## src/rtl/seq_detector_param.sv

```systemverilog
// Parametrised serial pattern detector with a runtime-loadable pattern, Mealy and registered match flags.
// Optional saturating match counter is built only when SEQDET_MATCH_CNT_EN is defined.
module seq_detector_param #(
  parameter int                     PATTERN_W   = 4,
  parameter logic [PATTERN_W-1:0]   PATTERN_RST = 'b1011,
  parameter int                     CNT_W       = 8
) (
  input  logic                  clk_c,
  input  logic                  reset_r,
  input  logic                  in_i,
  input  logic                  valid_i,
  input  logic                  overlap_i,
  input  logic                  load_i,
  input  logic [PATTERN_W-1:0]  pattern_i,
  input  logic                  cnt_clr_i,
  output logic                  q_o,
  output logic                  q_reg_o,
  output logic [CNT_W-1:0]      match_cnt_o
);

  localparam int                FILL_W    = $clog2(PATTERN_W);
  localparam logic [FILL_W-1:0] FILL_FULL = FILL_W'(PATTERN_W - 1);

  logic [PATTERN_W-1:0] pattern_q, pattern_d;
  logic [PATTERN_W-2:0] hist_q, hist_d;
  logic [FILL_W-1:0]    fill_q, fill_d;
  logic                 q_reg_q;
  logic [PATTERN_W-1:0] candidate;
  logic                 match;

  // The newest bit lands in bit 0, so the oldest history bit ends up as the MSB.
  assign candidate = {hist_q, in_i};
  assign match     = ~reset_r & valid_i & ~load_i & (fill_q == FILL_FULL) & (candidate == pattern_q);
  assign q_o       = match;
  assign q_reg_o   = q_reg_q;

  // NOTE: every signal written here gets its hold value first, so no path leaves it unassigned (no latch).
  always_comb begin
    pattern_d = pattern_q;
    hist_d    = hist_q;
    fill_d    = fill_q;
    if (load_i) begin
      pattern_d = pattern_i;
      hist_d    = '0;
      fill_d    = '0;
    end else if (valid_i) begin
      hist_d = candidate[PATTERN_W-2:0];
      if (match && !overlap_i) begin
        fill_d = '0;
      end else if (fill_q != FILL_FULL) begin
        fill_d = fill_q + FILL_W'(1);
      end
    end
  end

  // NOTE: state registers use non-blocking assignments so all flops update from pre-edge values.
  always_ff @(posedge clk_c) begin
    if (reset_r) begin
      pattern_q <= PATTERN_RST;
      hist_q    <= '0;
      fill_q    <= '0;
      q_reg_q   <= 1'b0;
    end else begin
      pattern_q <= pattern_d;
      hist_q    <= hist_d;
      fill_q    <= fill_d;
      q_reg_q   <= match;
    end
  end

`ifdef SEQDET_MATCH_CNT_EN
  logic [CNT_W-1:0] cnt_q, cnt_d;

  // Clear beats a coincident match; the count sticks at all-ones.
  always_comb begin
    cnt_d = cnt_q;
    if (cnt_clr_i) begin
      cnt_d = '0;
    end else if (match && (cnt_q != '1)) begin
      cnt_d = cnt_q + CNT_W'(1);
    end
  end

  always_ff @(posedge clk_c) begin
    if (reset_r) begin
      cnt_q <= '0;
    end else begin
      cnt_q <= cnt_d;
    end
  end

  assign match_cnt_o = cnt_q;
`else
  logic unused_cnt_clr;
  assign unused_cnt_clr = cnt_clr_i;
  assign match_cnt_o    = '0;
`endif

endmodule
```

## config.mk

```make
export PLATFORM = sky130hd
export DESIGN_NAME = seq_detector_param
export DESIGN_NICKNAME = d
export VERILOG_FILES = /design/src/rtl/seq_detector_param.sv
export SDC_FILE = /design/constraint.sdc
export NUM_CORES = 1
export LEC_CHECK = 0
export ABC_AREA = 1
export CAP_MARGIN = 10
export CORE_AREA = 2 2 39 41
export CTS_BUF_LIST = sky130_fd_sc_hd__clkbuf_4 sky130_fd_sc_hd__clkbuf_8
export CTS_CLUSTER_DIAMETER = 100
export DETAILED_ROUTE_END_ITERATION = 8
export DIE_AREA = 0 0 41 43
export PLACE_DENSITY = 0.85
export SYNTH_ARGS = -nofsm -noshare
export SYNTH_HDL_FRONTEND = slang
export SYNTH_SLANG_ARGS = --single-unit
```

## constraint.sdc

```tcl
create_clock -name clk_c -period 1.7 [get_ports clk_c]
set_input_delay 0.17 -clock clk_c [delete_from_list [all_inputs] [get_ports clk_c]]
set_output_delay 0.17 -clock clk_c [all_outputs]
set_load 0.03 [all_outputs]
```

==> impl_results.md <==
* DRC viols at 0
* Cell Rows at 14
* Hold path startpoint: pattern_q[1]
* Diode count at 0
* Detailed Place HPWL at around 750 um
* Via/cell ratio at approximately 4.4
* Dpl ws at 141.5 ps
* Critical Path, Cell by Cell: ha_1 -> nand2_1 -> nor2_4 -> and3_1 -> buf_4
* First-pass GRT wire length at 1345 um
* CTS tree: done
* Period minus WS final at around 1500 ps
* # resized after CTS at 0
* Die span in y at 43 um
* Drt pass-1 iters at 4
* Max Freq at roughly 650 MHz
* Number of register bits inferred by synthesis at 10
* Fin. Hold Viols at 0
* Gate Count Post-Synth at 76
* Count of cell types in the netlist at 17
* Buf/Inv on CP at 1
* Initial drt markers at 10
* # clock sinks at 10
* Initial Util at between 40% and 50%
* Max VDD drop at between 0.0003 and 0.0004 V
* Worst Path Arrival at roughly 1400 ps
* Sequential share of the synthesized area at a little over a third
* Most frequent cells in the layout: 12 x nand2_1, 10 x inv_1, 10 x dfxtp_1, 10 x clkdlybuf4s50_1, 8 x conb_1
* Status: complete, no violations
* GRT Residual Overflow at 0
* Syn Std Cell Area at between 500 and 600 um^2
* Largest net degree at the start of global routing at 9
* ANT nets after route at 0
* # Post-CTS Setup Buffers at 0
* Number of global-route vias before repair at 366
* Clock skew at 4.131 ps
* Final setup violation count at 0
* Layout cells sized above 1 at 16.67%
* Setup total negative slack at 0 ps
* Crit-path max FO at 3
* IO Port Bufs at 11
* Placer Congestion at 0.7300
* Final setup margin at around 150 ps
* WL/cell at just under 9 um
* Max_cap viols at 0
* Crit. End Element: output port
* Initial antenna violation count at 0
* P&R area growth vs syn at 20.62%
* Fin. max-slew vios at 0
* Critical R2R Launch: fill_q[0]
* Layout Nets at ~100
* Clock Latency Late Sink at 260 ps
* Worst path max stage delay at between 300 and 400 ps
* Hold buffer count at CTS at 0
* Crit share post-route at between 90% and 100%
* Post-Syn Area per Cell at around 7.4 um^2
* Core area at between 1000 and 1500 um^2
* CP Launch Type: flip-flop
* Slowest stage cell, crit path: dfxtp_1
* H-tree depth at 1
* RSZ-0062 raised after global routing: false
* Top-Level Pins at 21
* PD cells at about 750 nW/um^2
* Die Footprint at roughly 1800 um^2
* Clk slew on worst S/H paths at around 60 ps
* Worst setup path class: reg2out
* Top delay family on crit path: simple AND/OR/NAND/NOR gates
* YS warnings at 0
* CTS Buffer Depth at 2
* Clock Root Buffer: clkbuf_4
* Crit path required time at between 1500 and 2000 ps
* Worst hold-check path type: reg2reg
* Crit path launch: fill_q[0]
* Total CTS buffers at 3
* Die Width at around 40 um
* Commonest non-fill, non-tap cell in the layout: nand2_1
* Post-Route WL at 922 um
* Leak at between 0.3 and 0.4 nW
* Fin Hold WS at roughly 500 ps
* Via count at around 470
* Overall Global Routing Usage at between 10% and 20%
## routing by layer
layer / global-route usage (%) / part of all wire (%) / vias up
li1: - / - / 251
met1: 12.86 / 47 / 196
met2: 17.19 / 44 / 15
met3: 4.712 / 5.1 / 4
met4: 8.000 / 3.3 / 0
met5: 0 / 0 / -
## registers in the layout, indices dropped and copies added (netlist names)
name	flops
hist_q	3
q_reg_o	1
pattern_q	4
fill_q	2
## tightest hold or removal path: stages (launching register included)
cell	delay (ps)
dfxtp_1	310
inv_1	60
o21ai_0	70
## cell usage after synthesis
master | instances | area share, %
nor2_1 | 6 | 4.0
buf_4 | 8 | 11
nor2_2 | 2 | 2.2
nand2_1 | 12 | 8.0
dfxtp_1 | 10 | 35
buf_6 | 2 | 4.0
nand3_1 | 1 | 0.89
nand2_2 | 3 | 3.3
and3_1 | 2 | 2.2
nand4_2 | 1 | 2.2
inv_1 | 10 | 6.7
conb_1 | 1 | 0.66
a21oi_1 | 7 | 6.2
ha_1 | 1 | 2.2
a31oi_1 | 1 | 1.1
o21ai_0 | 7 | 6.2
nor2_4 | 2 | 4.0
## worst paths after layout
check / to / slack (ps) / cells after the start
hold reg to reg: pattern_q[1] / 490 / 2
setup / recovery: q_o / 150 / 5
hold / removal: pattern_q[1] / 490 / 2
setup reg to reg: fill_q[1] / 400 / 8
## metrics by stage
stage | area, um^2 | power (W) | cells | util (%)
3_5_place_dp | 658.1 | 0.0003538 | 103 | 47.56
2_1_floorplan | 590.6 | 0.0003362 | 83 | -
6_report | 680.7 | 0.0005073 | 106 | 49.19
5_1_grt | 680.7 | 0.0005383 | 106 | 49.19
4_1_cts | 680.7 | 0.0005103 | 106 | 49.19
3_3_place_gp | 658.1 | 0.0003507 | 103 | 47.56
## kinds of logic after synthesis
kind of cell	Yosys count	share of synthesized area (%)
simple gates	29	26.83
buf+inv	20	21.29
compound gates	15	13.52
flops	10	35.48
fa+ha+maj	1	2.217
other cells	1	0.6646
## power breakdown
group          total (W)  switching [W]  internal (W)
combinational  0.0000976      0.0000592     0.0000384
clock           0.000159      0.0000774     0.0000816
sequential      0.000251     0.00000528      0.000245
## layout make-up
class	count	area, um^2
fillers	126	703.2
well taps	16	20.02
repair buffers	14	130.1
inverters	10	37.54
flip-flops and latches	10	200.2
clock buffers	3	22.52
multi-input cells	53	270.3
(Power assumes the default switching activity.)
